### config.mk
export PLATFORM = sky130hd
export DESIGN_NAME = regfile_wb_arbiter_flat
export DESIGN_NICKNAME = d
export VERILOG_FILES = /design/src/rtl/regfile_pkg.sv /design/src/rtl/regfile_wb_arbiter_if.sv /design/src/rtl/regfile_wb_arbiter_rr.sv /design/src/rtl/regfile_wb_arbiter.sv /design/src/flat_wrapper.sv
export SDC_FILE = /design/constraint.sdc
export NUM_CORES = 1
export LEC_CHECK = 0
export CORE_MARGIN = 5
export CORE_UTILIZATION = 30
export CTS_BUF_LIST = sky130_fd_sc_hd__clkbuf_2 sky130_fd_sc_hd__clkbuf_4 sky130_fd_sc_hd__clkbuf_8
export DETAILED_ROUTE_END_ITERATION = 8
export PLACE_DENSITY = 0.64
export SETUP_SLACK_MARGIN = 0.4
export SLEW_MARGIN = 20
export SYNTH_ARGS = -nofsm -noshare
export SYNTH_HDL_FRONTEND = slang
export SYNTH_SLANG_ARGS = --single-unit
### constraint.sdc
create_clock -name clk -period 3.7 [get_ports clk]
set_input_delay 0.74 -clock clk [delete_from_list [all_inputs] [get_ports clk]]
set_output_delay 0.74 -clock clk [all_outputs]
set_load 0.03 [all_outputs]
### src/rtl/regfile_pkg.sv
// Shared register-file constants and helpers, used by the writeback arbiter and regfile users.
package regfile_pkg;

  localparam int REG_ADDR_W = 5;
  localparam int NUM_REGS   = 32;
  localparam logic [REG_ADDR_W-1:0] REG_ZERO = 5'd0;

  typedef logic [REG_ADDR_W-1:0] reg_addr_t;

  // Register 0 is hard-wired: writes and reservations to it are discarded.
  function automatic logic is_zero_reg(input reg_addr_t addr);
    return (addr == REG_ZERO);
  endfunction

endpackage

### src/rtl/regfile_wb_arbiter_if.sv
// Writeback bus: NREQ requester handshakes on one side, the regfile write port on the other.
interface regfile_wb_arbiter_if #(
  parameter int width = 32,
  parameter int NREQ  = 3
);
  import regfile_pkg::*;

  logic [NREQ-1:0]                 req_valid;
  logic [NREQ-1:0]                 req_ready;
  logic [NREQ-1:0][REG_ADDR_W-1:0] req_addr;
  logic [NREQ-1:0][width-1:0]      req_data;
  logic [REG_ADDR_W-1:0]           W_addr;
  logic [width-1:0]                W_data;
  logic                            wr_enable;

  // Arbiter side: consumes requests, drives the regfile write port.
  modport slave (
    input  req_valid, req_addr, req_data,
    output req_ready, W_addr, W_data, wr_enable
  );

  // Requester / regfile side.
  modport master (
    output req_valid, req_addr, req_data,
    input  req_ready, W_addr, W_data, wr_enable
  );

endinterface

### src/rtl/regfile_wb_arbiter_rr.sv
// Combinational round-robin pick: first requester at or after ptr_i, wrapping modulo NREQ.
module rr_arbiter #(
  parameter int NREQ  = 3,
  parameter int PTR_W = $clog2(NREQ)
) (
  input  logic [NREQ-1:0]  req_i,
  input  logic [PTR_W-1:0] ptr_i,
  output logic [NREQ-1:0]  grant_o,
  output logic [PTR_W-1:0] grant_idx_o,
  output logic             any_o
);

  logic [PTR_W:0]   sum;
  logic [PTR_W-1:0] idx;

  // Scan requesters in priority order starting at the pointer; first hit wins.
  always_comb begin
    grant_o     = '0;
    grant_idx_o = '0;
    any_o       = 1'b0;
    sum         = '0;
    idx         = '0;
    for (int k = 0; k < NREQ; k++) begin
      sum = {1'b0, ptr_i} + (PTR_W+1)'(k);
      if (sum >= (PTR_W+1)'(NREQ)) begin
        sum = sum - (PTR_W+1)'(NREQ);
      end else begin
        sum = sum;
      end
      idx = sum[PTR_W-1:0];
      if (!any_o && req_i[idx]) begin
        any_o        = 1'b1;
        grant_o[idx] = 1'b1;
        grant_idx_o  = idx;
      end else begin
        any_o = any_o;
      end
    end
  end

endmodule

### src/rtl/regfile_wb_arbiter.sv
// Writeback arbiter: round-robin sharing of the single regfile write port, plus a pending-write
// scoreboard that decode uses to detect RAW hazards.
module regfile_wb_arbiter
  import regfile_pkg::*;
#(
  parameter int width = 32,
  parameter int NREQ  = 3
) (
  input  logic                   clk,
  input  logic                   reset,
  regfile_wb_arbiter_if.slave    wb,
  input  logic                   rsv_valid,
  input  logic [REG_ADDR_W-1:0]  rsv_addr,
  input  logic                   flush,
  input  logic [REG_ADDR_W-1:0]  A_addr,
  input  logic [REG_ADDR_W-1:0]  B_addr,
  output logic                   A_pending,
  output logic                   B_pending,
  output logic [NUM_REGS-1:0]    pending
);

  localparam int PTR_W = $clog2(NREQ);

  logic [NREQ-1:0]       grant;
  logic [PTR_W-1:0]      grant_idx;
  logic                  any_req;
  logic                  xfer;
  reg_addr_t             xfer_addr;

  logic [PTR_W-1:0]      rr_ptr_q, rr_ptr_d;
  reg_addr_t             w_addr_q, w_addr_d;
  logic [width-1:0]      w_data_q, w_data_d;
  logic                  wr_en_q, wr_en_d;
  logic [NUM_REGS-1:0]   pending_q, pending_d;

  rr_arbiter #(
    .NREQ  (NREQ),
    .PTR_W (PTR_W)
  ) u_rr (
    .req_i       (wb.req_valid),
    .ptr_i       (rr_ptr_q),
    .grant_o     (grant),
    .grant_idx_o (grant_idx),
    .any_o       (any_req)
  );

  // Ready is suppressed while reset is held so nothing is accepted during reset.
  assign wb.req_ready = reset ? grant : '0;
  assign xfer         = any_req & reset;
  assign xfer_addr    = wb.req_addr[grant_idx];

  assign wb.W_addr    = w_addr_q;
  assign wb.W_data    = w_data_q;
  assign wb.wr_enable = wr_en_q;
  assign pending      = pending_q;
  assign A_pending    = pending_q[A_addr];
  assign B_pending    = pending_q[B_addr];

  // Next pointer and write-port values; register-0 writes are accepted but never reach regfile.
  always_comb begin
    rr_ptr_d = rr_ptr_q;
    w_addr_d = w_addr_q;
    w_data_d = w_data_q;
    wr_en_d  = 1'b0;
    if (xfer) begin
      if (grant_idx == PTR_W'(NREQ-1)) begin
        rr_ptr_d = '0;
      end else begin
        rr_ptr_d = grant_idx + PTR_W'(1);
      end
      if (!is_zero_reg(xfer_addr)) begin
        w_addr_d = xfer_addr;
        w_data_d = wb.req_data[grant_idx];
        wr_en_d  = 1'b1;
      end else begin
        wr_en_d  = 1'b0;
      end
    end else begin
      rr_ptr_d = rr_ptr_q;
    end
  end

  // Scoreboard update: completed write clears, reservation sets (set wins), flush clears all.
  always_comb begin
    pending_d = pending_q;
    if (wr_en_q) begin
      pending_d[w_addr_q] = 1'b0;
    end else begin
      pending_d = pending_d;
    end
    if (rsv_valid && !is_zero_reg(rsv_addr)) begin
      pending_d[rsv_addr] = 1'b1;
    end else begin
      pending_d = pending_d;
    end
    if (flush) begin
      pending_d = '0;
    end else begin
      pending_d = pending_d;
    end
    pending_d[0] = 1'b0;
  end

  // State registers; async reset also drops any write registered for the next cycle.
  always_ff @(posedge clk or negedge reset) begin
    if (!reset) begin
      rr_ptr_q  <= '0;
      w_addr_q  <= REG_ZERO;
      w_data_q  <= '0;
      wr_en_q   <= 1'b0;
      pending_q <= '0;
    end else begin
      rr_ptr_q  <= rr_ptr_d;
      w_addr_q  <= w_addr_d;
      w_data_q  <= w_data_d;
      wr_en_q   <= wr_en_d;
      pending_q <= pending_d;
    end
  end

endmodule

### src/flat_wrapper.sv
// flat-port wrapper written by rule: the top's interface ports become plain ports
module regfile_wb_arbiter_flat import regfile_pkg::*;
#(
  parameter int width = 32,
  parameter int NREQ  = 3
)
  (clk, reset, rsv_valid, rsv_addr, flush, A_addr, B_addr, A_pending, B_pending, pending, wb_req_valid, wb_req_addr, wb_req_data, wb_req_ready, wb_W_addr, wb_W_data, wb_wr_enable);
  regfile_wb_arbiter_if #(.width(width), .NREQ(NREQ)) wb_i ();
  input  logic clk;
  input  logic reset;
  input  logic rsv_valid;
  input  logic [REG_ADDR_W-1:0] rsv_addr;
  input  logic flush;
  input  logic [REG_ADDR_W-1:0] A_addr;
  input  logic [REG_ADDR_W-1:0] B_addr;
  output logic A_pending;
  output logic B_pending;
  output logic [NUM_REGS-1:0] pending;
  input wire logic [$bits(wb_i.req_valid)-1:0] wb_req_valid;
  input wire logic [$bits(wb_i.req_addr)-1:0] wb_req_addr;
  input wire logic [$bits(wb_i.req_data)-1:0] wb_req_data;
  output wire logic [$bits(wb_i.req_ready)-1:0] wb_req_ready;
  output wire logic [$bits(wb_i.W_addr)-1:0] wb_W_addr;
  output wire logic [$bits(wb_i.W_data)-1:0] wb_W_data;
  output wire logic [$bits(wb_i.wr_enable)-1:0] wb_wr_enable;
  assign wb_i.req_valid = wb_req_valid;
  assign wb_i.req_addr = wb_req_addr;
  assign wb_i.req_data = wb_req_data;
  assign wb_req_ready = wb_i.req_ready;
  assign wb_W_addr = wb_i.W_addr;
  assign wb_W_data = wb_i.W_data;
  assign wb_wr_enable = wb_i.wr_enable;
  regfile_wb_arbiter #(.width(width), .NREQ(NREQ)) u_core (.clk(clk), .reset(reset), .wb(wb_i), .rsv_valid(rsv_valid), .rsv_addr(rsv_addr), .flush(flush), .A_addr(A_addr), .B_addr(B_addr), .A_pending(A_pending), .B_pending(B_pending), .pending(pending));
endmodule
==> results.tsv, run 1 <==
stage	metric	value	unit
outcome	outcome	completed	
global_routing	overflow	0	
floorplan	die_area	18900	sq um
detailed_routing	drc	0	
yosys	synthMuxAreaShare	17.50	%
detailed_routing	drt-initial-drc-count	311	
place	dp_hpwl	13.91	mm
floorplan	die_y	137.5	um
timing	timing.fmax	0.3092	GHz
cts	cts_buffers	9	
layout	area_delta_synth_final	63.95	%
layout	final_common_cell	clkdlybuf4s50_1	
yosys	synthTopCellsByArea	dfrtp_1 (36%), a32oi_2 (9.3%), mux4_2 (8.3%)	
yosys	syn-num-nets	641	
detailed_routing	dr.pass1.iters	4	
yosys	ys_seq_area_share	36.44	%
pwr	p_total	0.006424	W
place	io_buffers	206	
layout	antenna_cells	0	
yosys	avgSynthCellArea	9.674	sq um
layout	nNetsFinal	868	
worst_setup_path	cp_num_buf_inv	3	
timing	fin_crit	3.235	ns
place	dp_cells	924	
worst_setup_path	worstPathArrival	2.49	ns
yosys	synth_fa_ha_area_share	1.026	%
layout	seqCellArea	1778	sq um
run	drv_cap	0	
floorplan	core	15940	sq um
cts	clock_sinks	71	
global_routing	grt_pass1_vias	5265	
worst_hold_path	hold-path-cell-count	2	
worst_setup_path	crit_cells	6	
worst_setup_path	slowest_delay	0.49	ns
yosys	synth_flop_cell	dfrtp_1	
floorplan	die_w	137.5	um
detailed_routing	totalWireLength	18.77	mm
layout	fill_cells	1430	
worst_setup_path	critical_path.top_delay_family	multiplexers	
global_routing	grtUsageTotal	19.44	%
timing	slew_viol_final	0	
global_routing	grt_pass1_wl	28.59	mm
pwr	leakage	3.140	nW
layout	multi_input_area	3109	sq um
timing	fin_skew	0.009040	ns
yosys	synth_seq_cells	71	
layout	finalNonFillerCells	952	
cts	cts_tree	yes	
worst_setup_path	critPathMostFrequentCell	mux4_2	
worst_setup_path	end_kind	output pin	
layout	final_layout_size_suffix_gt1_share	21.88	%
worst_setup_path	worstSetupPathType	input pin to output pin	
cts	clock_path_buffers	2	
cts	cts-root-buf	clkbuf_8	
cts	clkTransAtPathRegs	0.08	ns
timing	fin_ws	0.4654	ns
timing	hold_viol	0	
layout	mostFrequentLayoutCells	clkdlybuf4s50_1 (192), nor2_1 (75), dfrtp_1 (70), a21oi_1 (64), nand2_1 (45)	
pwr	p_per_area	803.7	nW/um^2
yosys	syn_inst	504	
yosys	async_reset_ff_share	100.0	%
floorplan	initial_core_util	30.58	%
detailed_routing	ant_nets	0	
timing	rsz0062_at_grt	true	
detailed_routing	wl_per_cell	19.72	um
worst_setup_path	cp_cell_sequence	buf_2 > bufbuf_16 > mux4_2 > mux4_2 > mux2_4 > buf_6	
yosys	yosys.area_share.simple	14.47	%
layout	fin_area	7994	sq um
global_routing	antenna_found_initial	0	
yosys	synth_xor_area_share	0	%
cts	cts_max_level	3	
floorplan	ioPinCount	208	
place	gp_congestion	0.8960	
timing	relSlewSlack	37.71	%
yosys	ys_types	51	
yosys	synth_top_area_cell	dfrtp_1	
pwr	peakVddDrop	0.0004545	V
global_routing	grt_max_degree	72	
yosys	synth-edff-count	0	
timing	period_share	87.42	%
floorplan	rows	46	
place	dp_slack	-0.3110	ns
timing	setup_violations	0	
yosys	ys_warn_count	0	
place	dpl_cell_area	7393	sq um
detailed_routing	vias	5064	
yosys	synth_top_family_by_area	compound AO/OA/AOI/OAI gates	
detailed_routing	viasPerCell	5.319	
yosys	yosysTopAreaCellShare	36.44	%
worst_setup_path	reg2reg_depth	11	
yosys	synth_compound_area_share	26.10	%
timing	worst_pin_slew	0.9324	ns
worst_setup_path	worst_ep_required_time	2.96	ns
worst_setup_path	startpoint_type	input pin	
cts	insertion_delay	0.36	ns
worst_hold_path	hold_class	flop to flop	
cts	ctsHoldBuffers	0	
worst_setup_path	cpMaxStageDelayCell	mux4_2	
yosys	synth.cell_area	4876	sq um
worst_setup_path	path_max_fanout	4	
## worst reg2reg max path, cell delays in order (launching register included)
cell      delay [ns]
dfrtp_1         0.39
buf_6           0.13
ha_4            0.20
mux2i_4         0.22
o21a_1          0.23
or3_4           0.43
a221oi_4        0.29
buf_4           0.17
o22ai_4         0.07
or4b_4          0.60
buf_12          0.20
a32oi_2         0.21
## kinds of logic (layout without fill, tap and decap cells)
family                     Yosys count  count (layout)
AOI/OAI and AO/OA                  165             165
adders and majority gates            4               4
buffers and inverters               45             277
DFF                                 71              71
muxes                               61              61
other                                1               1
and+or+nand+nor                    157             157
## area by class of cell
class / instances / area share [%]
clock buffer: 10 / 1.722
clock inverter: 6 / 1.346
inverter: 5 / 0.2348
multi-input combinational: 388 / 38.89
sequential: 71 / 22.24
tap: 216 / 3.381
timing repair buffer: 256 / 32.18
## path summary, 6_finish.rpt
kind | to | slack, ns | start
worst min-delay path | u_core.rr_ptr_q[1] | 0.57 | u_core.rr_ptr_q[1]
worst max register to register | u_core.wb.W_data[3] | 0.49 | u_core.rr_ptr_q[0]
max in group asynchronous | u_core.rr_ptr_q[1] | 2.37 | reset
worst min register to register | u_core.rr_ptr_q[1] | 0.57 | u_core.rr_ptr_q[1]
min in group asynchronous | u_core.wb.W_data[2] | 0.69 | reset
worst max-delay path | B_pending | 0.47 | B_addr[0]
## registers in the layout, indices dropped and copies added (netlist names)
| register | cells |
|---|---|
| u_core.wb.W_addr | 5 |
| u_core.rr_ptr_q | 2 |
| u_core.wb.W_data | 32 |
| u_core.pending | 31 |
| u_core.wb.wr_enable | 1 |
## stage by stage
step	hold slack, ns	util [%]	setup TNS [ns]
floorplan	0.4444	-	0
global placement	0.5217	46.37	-4.729
detailed placement	0.5312	46.37	-7.047
CTS	0.5566	49.08	0
global route	0.6023	50.14	0
finish	0.5664	50.14	0
## power by group
group	total (W)	internal, W	switching [W]
combinational	0.00443	0.00201	0.00243
clock	0.000775	0.000464	0.000311
sequential	0.00122	0.00101	0.000207
total	0.00642	0.00348	0.00294
## per-layer routing
layer	vias to the layer above	part of all wire [%]	GRT usage [%]	wire length (um)
met3	21	9.6	5.990	1804
li1	2334	-	-	-
met1	2468	40	23.78	7475
met5	-	0	0	0
met2	241	49	32.73	9213
met4	0	1.5	6.098	279
## timing repair
| action | CTS | global route |
|---|---|---|
| cloned | 3 | 1 |
| buffers inserted | 3 | 5 |
| gates resized for setup | 54 | 29 |
| pin swaps | 3 | 10 |
| endpoints found under the setup margin | 42 | 37 |
## cell usage after synthesis, drive strengths merged (8+ instances only)
cell type / instances
buf: 12
a32oi: 32
mux2: 8
mux2i: 35
a21oi: 65
o21ai: 38
nand3b: 8
dfrtp: 71
nand2: 45
clkbuf: 28
mux4: 18
nor2: 76
(Power assumes the default switching activity.)
==> inputs of run 2 (changes only) <==
CTS_CLUSTER_DIAMETER = 150   (was not set)
==> results of run 2 <==
No change in the layout: final DEF, timing and power equal those of run 1.
